## src/rtl/alu_ctrl_pkg.sv

```systemverilog
// Shared definitions for the ALU control sequencer.
// Contents:
//   - OP_* constants: opcode encodings for the non-ALU instructions
//     (opcodes 0-7 go straight to the ALU).
//   - state_t: the sequencer FSM states.
//   - instr_t: the field layout of a 16-bit instruction word.
//   - is_alu_op: returns 1 for opcodes 0-7.
package alu_ctrl_pkg;

    localparam logic [3:0] OP_LDI  = 4'h8;
    localparam logic [3:0] OP_OUT  = 4'h9;
    localparam logic [3:0] OP_JZ   = 4'hA;
    localparam logic [3:0] OP_JMP  = 4'hB;
    localparam logic [3:0] OP_HALT = 4'hC;

    typedef enum logic [1:0] {
        ST_IDLE  = 2'd0,
        ST_FETCH = 2'd1,
        ST_EXEC  = 2'd2,
        ST_WB    = 2'd3
    } state_t;

    // Instruction word: [15:12] op, [11:10] rd, [9:8] rs, [7:0] imm
    typedef struct packed {
        logic [3:0] op;
        logic [1:0] rd;
        logic [1:0] rs;
        logic [7:0] imm;
    } instr_t;

    // Opcodes with bit 3 clear are forwarded to the external ALU
    function automatic logic is_alu_op(input logic [3:0] op);
        return (op[3] == 1'b0);
    endfunction

endpackage

```

## src/rtl/alu_ctrl_regfile.sv

```systemverilog
// 4-entry register file for the ALU control sequencer.
// Ports:
//   clk, reset          clock and synchronous active-high reset (clears all entries)
//   we, waddr, wdata    synchronous write port
//   raddr_a, rdata_a    asynchronous read port A
//   raddr_b, rdata_b    asynchronous read port B
module alu_ctrl_regfile #(
    parameter int DATA_W = 8
) (
    input  logic              clk,
    input  logic              reset,
    input  logic              we,
    input  logic [1:0]        waddr,
    input  logic [DATA_W-1:0] wdata,
    input  logic [1:0]        raddr_a,
    output logic [DATA_W-1:0] rdata_a,
    input  logic [1:0]        raddr_b,
    output logic [DATA_W-1:0] rdata_b
);

    logic [DATA_W-1:0] regs_r [4];

    // Register storage; reset takes priority over a write in the same cycle
    always_ff @(posedge clk) begin
        if (reset) begin
            for (int i = 0; i < 4; i++) begin
                regs_r[i] <= {DATA_W{1'b0}};
            end
        end else if (we) begin
            regs_r[waddr] <= wdata;
        end
    end

    assign rdata_a = regs_r[raddr_a];
    assign rdata_b = regs_r[raddr_b];

endmodule

```

## src/rtl/alu_ctrl_sequencer.sv

```systemverilog
// Control unit that drives an external combinational ALU.
// Executes a program held in internal program memory.
// Ports:
//   clk, reset             clock; synchronous active-high reset
//   prog_we                program-memory write strobe (ignored while busy)
//   prog_addr, prog_data   program-memory write address and instruction word
//   start                  pulse that starts execution at PC=0 (ignored while busy)
//   busy                   high while a program is running
//   done                   1-cycle pulse in the EXEC cycle of HALT
//   alu_a, alu_b, alu_op   ALU operands R[rd], R[rs] and opcode, taken from IR
//   alu_r, alu_zero        ALU result and zero flag
//   out_data, out_valid    output register and its 1-cycle strobe
module alu_ctrl_sequencer
    import alu_ctrl_pkg::*;
#(
    parameter int PROG_AW = 4,
    parameter int DATA_W  = 8
) (
    input  logic               clk,
    input  logic               reset,
    input  logic               prog_we,
    input  logic [PROG_AW-1:0] prog_addr,
    input  logic [15:0]        prog_data,
    input  logic               start,
    output logic               busy,
    output logic               done,
    output logic [DATA_W-1:0]  alu_a,
    output logic [DATA_W-1:0]  alu_b,
    output logic [2:0]         alu_op,
    input  logic [DATA_W-1:0]  alu_r,
    input  logic               alu_zero,
    output logic [DATA_W-1:0]  out_data,
    output logic               out_valid
);

    localparam int PROG_DEPTH = 2 ** PROG_AW;

    logic [15:0]        mem_r [PROG_DEPTH];
    state_t             state_r;
    state_t             state_nx_s;
    logic [PROG_AW-1:0] pc_r;
    logic [PROG_AW-1:0] pc_nx_s;
    instr_t             ir_r;
    logic               z_r;
    logic [DATA_W-1:0]  res_r;
    logic               busy_r;
    logic               done_r;
    logic               out_valid_r;
    logic [DATA_W-1:0]  out_data_r;
    logic [15:0]        fetch_word_s;
    logic               rf_we_s;
    logic [DATA_W-1:0]  rf_wdata_s;
    logic [DATA_W-1:0]  rd_val_s;
    logic [DATA_W-1:0]  rs_val_s;

    alu_ctrl_regfile #(.DATA_W(DATA_W)) u_regfile (
        .clk     (clk),
        .reset   (reset),
        .we      (rf_we_s),
        .waddr   (ir_r.rd),
        .wdata   (rf_wdata_s),
        .raddr_a (ir_r.rd),
        .rdata_a (rd_val_s),
        .raddr_b (ir_r.rs),
        .rdata_b (rs_val_s)
    );

    assign fetch_word_s = mem_r[pc_r];
    assign alu_a        = rd_val_s;
    assign alu_b        = rs_val_s;
    assign alu_op       = ir_r.op[2:0];
    assign busy         = busy_r;
    assign done         = done_r;
    assign out_valid    = out_valid_r;
    assign out_data     = out_data_r;

    // Program memory write port; contents survive reset so a program need not be reloaded
    always_ff @(posedge clk) begin
        if (prog_we && !busy_r) begin
            mem_r[prog_addr] <= prog_data;
        end
    end

    // FSM state register
    always_ff @(posedge clk) begin
        if (reset) begin
            state_r <= ST_IDLE;
        end else begin
            state_r <= state_nx_s;
        end
    end

    // FSM next-state logic
    always_comb begin
        state_nx_s = state_r;
        case (state_r)
            ST_IDLE: begin
                if (start) begin
                    state_nx_s = ST_FETCH;
                end else begin
                    state_nx_s = ST_IDLE;
                end
            end
            ST_FETCH: state_nx_s = ST_EXEC;
            ST_EXEC: begin
                if (is_alu_op(ir_r.op)) begin
                    state_nx_s = ST_WB;
                end else if (ir_r.op == OP_HALT) begin
                    state_nx_s = ST_IDLE;
                end else begin
                    state_nx_s = ST_FETCH;
                end
            end
            ST_WB:   state_nx_s = ST_FETCH;
            default: state_nx_s = ST_IDLE;
        endcase
    end

    // FSM outputs: register-file write control and next PC
    always_comb begin
        rf_we_s    = 1'b0;
        rf_wdata_s = res_r;
        pc_nx_s    = pc_r + {{(PROG_AW-1){1'b0}}, 1'b1};
        case (state_r)
            ST_EXEC: begin
                if (ir_r.op == OP_LDI) begin
                    rf_we_s    = 1'b1;
                    rf_wdata_s = DATA_W'(ir_r.imm);
                end else begin
                    rf_we_s    = 1'b0;
                end
                if ((ir_r.op == OP_JMP) || ((ir_r.op == OP_JZ) && z_r)) begin
                    pc_nx_s = ir_r.imm[PROG_AW-1:0];
                end else begin
                    pc_nx_s = pc_r + {{(PROG_AW-1){1'b0}}, 1'b1};
                end
            end
            ST_WB: begin
                rf_we_s    = 1'b1;
                rf_wdata_s = res_r;
            end
            default: begin
                rf_we_s = 1'b0;
            end
        endcase
    end

    // Datapath registers: PC, IR, zero flag, ALU result and output strobes
    always_ff @(posedge clk) begin
        if (reset) begin
            pc_r        <= {PROG_AW{1'b0}};
            ir_r        <= instr_t'(16'h0000);
            z_r         <= 1'b0;
            res_r       <= {DATA_W{1'b0}};
            busy_r      <= 1'b0;
            done_r      <= 1'b0;
            out_valid_r <= 1'b0;
            out_data_r  <= {DATA_W{1'b0}};
        end else begin
            done_r      <= 1'b0;
            out_valid_r <= 1'b0;
            case (state_r)
                ST_IDLE: begin
                    if (start) begin
                        pc_r   <= {PROG_AW{1'b0}};
                        z_r    <= 1'b0;
                        busy_r <= 1'b1;
                    end
                end
                ST_FETCH: begin
                    ir_r   <= instr_t'(fetch_word_s);
                    // Decided one cycle early so that done is registered yet lands in the HALT EXEC cycle
                    done_r <= (fetch_word_s[15:12] == OP_HALT);
                end
                ST_EXEC: begin
                    pc_r <= pc_nx_s;
                    if (is_alu_op(ir_r.op)) begin
                        res_r <= alu_r;
                        z_r   <= alu_zero;
                    end
                    if (ir_r.op == OP_OUT) begin
                        out_data_r  <= rd_val_s;
                        out_valid_r <= 1'b1;
                    end
                    if (ir_r.op == OP_HALT) begin
                        busy_r <= 1'b0;
                    end
                end
                default: begin
                    busy_r <= busy_r;
                end
            endcase
        end
    end

endmodule
```

## config.mk

```make
export PLATFORM = sky130hd
export DESIGN_NAME = alu_ctrl_sequencer
export DESIGN_NICKNAME = d
export VERILOG_FILES = /design/src/rtl/alu_ctrl_pkg.sv /design/src/rtl/alu_ctrl_regfile.sv /design/src/rtl/alu_ctrl_sequencer.sv
export SDC_FILE = /design/constraint.sdc
export NUM_CORES = 1
export LEC_CHECK = 0
export BUFFER_PORTS_ARGS = -buffer_cell sky130_fd_sc_hd__clkbuf_2
export CAP_MARGIN = 20
export CORE_UTILIZATION = 58
export CTS_CLUSTER_DIAMETER = 120
export DETAILED_ROUTE_END_ITERATION = 12
export PLACE_DENSITY = 0.76
export SYNTH_ARGS = -nofsm -noshare
export SYNTH_HDL_FRONTEND = slang
export SYNTH_HIERARCHICAL = 1
export SYNTH_SLANG_ARGS = --single-unit
```

## constraint.sdc

```tcl
create_clock -name clk -period 2.7 [get_ports clk]
set_input_delay 0 -clock clk [delete_from_list [all_inputs] [get_ports clk]]
set_output_delay 0 -clock clk [all_outputs]
set_load 0.1 [all_outputs]
```

==> impl_metrics.prom <==
# TYPE chip_impl_metric gauge
chip_impl_metric{name="worst_hold_slack",unit="ns"} 0.145
chip_impl_metric{name="placed_cells_incl_taps",unit=""} 1047
chip_impl_metric{name="synth.distinct_cells",unit=""} 48
chip_impl_metric{name="worst-slew-pin-transition",unit="ns"} 0.838
chip_impl_metric{name="postRouteAntennaNets",unit=""} 0
chip_impl_metric{name="grt_first_pass_wirelength",unit="um"} 42700
chip_impl_metric{name="grt_max_degree",unit=""} 37
chip_impl_metric{name="postSynth.asyncResetShare",unit=""} 0
chip_impl_metric{name="reg2reg_depth",unit=""} 5
chip_impl_metric{name="power.leakage",unit="nW"} 5.26
chip_impl_metric{name="worst-endpoint-arrival",unit="ns"} 2.30
chip_impl_info{name="synth_most_common_cell",value="sky130_fd_sc_hd__edfxtp_1"} 1
chip_impl_info{name="violations",value="DRC"} 1
chip_impl_metric{name="core",unit="mm2"} 0.0220
chip_impl_metric{name="post_drt_wl_per_cell",unit="um"} 24.8
chip_impl_metric{name="synth_area_per_cell",unit="um2"} 18.8
chip_impl_metric{name="wl_met3",unit="um"} 2310
chip_impl_info{name="timing.critical_path.from",value="ir_r[10]"} 1
chip_impl_metric{name="route.detailed.vias_per_inst",unit=""} 6.24
chip_impl_metric{name="postSynthCellCount",unit=""} 701
chip_impl_metric{name="groute.usage.overall",unit=""} 0.250
chip_impl_metric{name="floorplan.die_area",unit="mm2"} 0.0233
chip_impl_info{name="dominantRegCellSynth",value="sky130_fd_sc_hd__edfxtp_1"} 1
chip_impl_metric{name="timing.final.crit_share",unit=""} 0.852
chip_impl_metric{name="final_cell_count_no_fill",unit=""} 1144
chip_impl_metric{name="area_growth",unit="%"} 16.9
chip_impl_metric{name="worst_setup_hold_path_clk_slew",unit="ns"} 0.06
chip_impl_info{name="status",value="finished with violations"} 1
chip_impl_metric{name="setup_slack_on_the_worst_flop_to_flop_path",unit="ns"} 0.52
chip_impl_metric{name="post-synth-top-area-fraction",unit=""} 0.656
chip_impl_info{name="highest-signal-layer",value="met4"} 1
chip_impl_metric{name="synth_enable_flop_cells",unit=""} 288
chip_impl_metric{name="synthesis.yosys.warnings",unit=""} 6
chip_impl_metric{name="setup-tns-final",unit="ns"} 0
chip_impl_info{name="top_cells_by_area_in_the_synthesized_netlist",value="sky130_fd_sc_hd__edfxtp_1, sky130_fd_sc_hd__mux4_2, sky130_fd_sc_hd__dfxtp_1, sky130_fd_sc_hd__mux2i_1, sky130_fd_sc_hd__and2_1"} 1
chip_impl_metric{name="route.detailed.drc",unit=""} 10
chip_impl_metric{name="fin_ws",unit="ns"} 0.398
chip_impl_metric{name="cts_buffers",unit=""} 34
chip_impl_metric{name="postRouteWirelength",unit="um"} 28400
chip_impl_metric{name="post_dp_cell_area",unit="mm2"} 0.0140
chip_impl_info{name="startpoint_to_endpoint_class_of_the_critical_path",value="flop to output port"} 1
chip_impl_info{name="tritoncts",value="yes"} 1
chip_impl_metric{name="first_global_vias",unit=""} 7243
chip_impl_metric{name="timing.final.max_slew_violations",unit=""} 0
chip_impl_metric{name="antenna_cells_inserted",unit=""} 0
chip_impl_metric{name="cts_buffer_depth",unit=""} 3
chip_impl_metric{name="grt_antenna_before_repair",unit=""} 0
chip_impl_metric{name="numClockSinks",unit=""} 334
chip_impl_info{name="grt_setup_unrepaired",value="false"} 1
chip_impl_info{name="yosys-top-cells-count",value="sky130_fd_sc_hd__edfxtp_1, sky130_fd_sc_hd__mux4_2, sky130_fd_sc_hd__dfxtp_1, sky130_fd_sc_hd__nor2_1, sky130_fd_sc_hd__nand3_1"} 1
chip_impl_metric{name="worst_ir_drop_vdd",unit="mV"} 0.687
chip_impl_metric{name="slew-limit-headroom",unit=""} 0.441
chip_impl_metric{name="port_buffers",unit=""} 62
chip_impl_metric{name="final_hold_viol_count",unit=""} 0
chip_impl_metric{name="wirelength_met1",unit="um"} 10800
chip_impl_metric{name="insertion_delay",unit="ns"} 0.52
chip_impl_metric{name="globalRoute.totalOverflow",unit=""} 0
chip_impl_metric{name="post_synthesis_sequential_area_ratio",unit=""} 0.726
chip_impl_info{name="worst_r2r_startpoint",value="state_r[0]"} 1
chip_impl_metric{name="post-place-ws",unit="ns"} 0.594
chip_impl_metric{name="setup_viol_count_final",unit=""} 0
chip_impl_metric{name="net_count_synth",unit=""} 735
chip_impl_metric{name="required",unit="ns"} 2.70
chip_impl_info{name="synth_top_area_cell",value="sky130_fd_sc_hd__edfxtp_1"} 1
chip_impl_metric{name="timing.final.crit_period",unit="ns"} 2.30
chip_impl_metric{name="post_synth_instance_area",unit="mm2"} 0.0132
chip_impl_metric{name="drt_pass1_iterations",unit=""} 9
chip_impl_metric{name="vias",unit=""} 7144
chip_impl_metric{name="cts-htree-levels",unit=""} 2
chip_impl_info{name="holdCritPathClass",value="input pin to flop"} 1
chip_impl_info{name="crit_end",value="alu_a[6]"} 1
chip_impl_info{name="regToRegEndpoint",value="res_r[4]"} 1
chip_impl_metric{name="place_congestion",unit=""} 0.816
chip_impl_metric{name="final_cell_area",unit="mm2"} 0.0154
chip_impl_metric{name="drt_iter0_drc",unit=""} 768
chip_impl_metric{name="chipWidth",unit="um"} 153
chip_impl_metric{name="pin_count",unit=""} 63
chip_impl_info{name="startpoint_type",value="flop"} 1
chip_impl_info{name="clk_root_buffer_cell",value="sky130_fd_sc_hd__clkbuf_16"} 1
chip_impl_metric{name="post_dp_hpwl",unit="um"} 17400
chip_impl_metric{name="synth-seq-cells",unit=""} 334
chip_impl_metric{name="powerDensity",unit="mW/mm2"} 723
chip_impl_metric{name="fin_skew",unit="ns"} 0.0117
chip_impl_metric{name="met2_length",unit="um"} 14900
chip_impl_metric{name="design.final.nets",unit=""} 872
chip_impl_metric{name="initial_core_util",unit=""} 0.598
chip_impl_metric{name="cp_max_fanout",unit=""} 10
chip_impl_metric{name="maxClockFrequency",unit="GHz"} 0.434
chip_impl_metric{name="chipHeight",unit="um"} 153
chip_impl_info{name="critPathCaptureType",value="output port"} 1
chip_impl_metric{name="drive_gt1_frac",unit=""} 0.299
chip_impl_metric{name="max_cap_viol_count",unit=""} 0
chip_impl_metric{name="placementRows",unit=""} 54
[through the flow]
step | power, W | utilization
6_report | 0.0111 | 0.700
5_1_grt | 0.0115 | 0.700
4_1_cts | 0.0112 | 0.700
3_5_place_dp | 0.00683 | 0.636
3_3_place_gp | 0.00679 | 0.636
2_1_floorplan | 0.00659 | -
[placed cells by master, fill, tap and decap left out, types with 4 or more instances in the layout]
master,n
sky130_fd_sc_hd__nand2b_1,6
sky130_fd_sc_hd__clkbuf_1,15
sky130_fd_sc_hd__buf_12,4
sky130_fd_sc_hd__dfxtp_1,44
sky130_fd_sc_hd__mux2_2,9
sky130_fd_sc_hd__a21oi_1,4
sky130_fd_sc_hd__edfxtp_1,288
sky130_fd_sc_hd__mux4_2,75
sky130_fd_sc_hd__a22oi_1,18
sky130_fd_sc_hd__and2_1,27
sky130_fd_sc_hd__nor2_1,44
sky130_fd_sc_hd__mux2i_1,18
sky130_fd_sc_hd__and2_2,8
sky130_fd_sc_hd__dlygate4sd3_1,35
sky130_fd_sc_hd__o21ai_0,5
sky130_fd_sc_hd__buf_4,37
sky130_fd_sc_hd__nand2_1,23
sky130_fd_sc_hd__clkbuf_8,4
sky130_fd_sc_hd__a22o_1,16
sky130_fd_sc_hd__nor3_2,6
sky130_fd_sc_hd__clkbuf_16,35
sky130_fd_sc_hd__clkbuf_2,62
sky130_fd_sc_hd__nand3_1,32
[layout make-up]
class                      count  area (um2)
sequential                   334        9570
fill                        1350        6620
multi-input combinational    327        3410
timing repair buffer         138        1020
clock buffer                  54         987
tap                          280         350
clock inverter                 8        60.1
inverter                       3        11.3
[logic make-up after synthesis]
kind of cell / synth area share
adders and majority gates: 0.000949
AOI/OAI and AO/OA: 0.0300
muxes: 0.156
DFF: 0.726
and+or+nand+nor: 0.0698
buffers and inverters: 0.0170
[worst min-delay path by stage]
stage	from	end	slack (ns)	cells after the start
after floorplan	prog_data[0]	mem_r[0][0]	0.1	0
after global placement	alu_r[7]	res_r[7]	0.24	3
after detailed placement	alu_r[7]	res_r[7]	0.25	3
after CTS	prog_addr[1]	mem_r[8][11]	0.11	3
after global routing	prog_addr[1]	mem_r[8][11]	0.12	3
final	prog_addr[1]	mem_r[8][0]	0.15	3
[flip-flops by register name, summed over array words and instances, names as in the netlist, named ones only]
| name | count |
|---|---|
| alu_op | 3 |
| ir_r | 13 |
| done | 1 |
| u_regfile/regs_r | 32 |
| out_data | 8 |
| pc_r | 4 |
| mem_r | 256 |
| state_r | 2 |
| out_valid | 1 |
| res_r | 8 |
| busy | 1 |
| z_r | 1 |
[timing repair]
action                    in CTS  in global routing
hold buffers                  35                  0
setup buffers                  0                  0
hold endpoints to repair     279                  0
resized for setup              0                  0
[metal layers]
| metal | vias to the layer above | global-route usage |
|---|---|---|
| li1 | 3101 | - |
| met1 | 3683 | 0.328 |
| met2 | 326 | 0.435 |
| met3 | 34 | 0.0421 |
| met4 | 0 | 0.0673 |
| met5 | - | 0 |
[worst max-delay path: stages, from the launching register on]
cell                       delay [ns]
sky130_fd_sc_hd__dfxtp_1         0.76
sky130_fd_sc_hd__mux4_2          0.63
sky130_fd_sc_hd__clkbuf_2        0.39
[power breakdown]
part | switching [W] | internal [W]
Combinational | 0.000599 | 0.000343
Sequential | 0.000113 | 0.00571
Clock | 0.00184 | 0.00253
Total | 0.00256 | 0.00858
(Power assumes the default switching activity.)
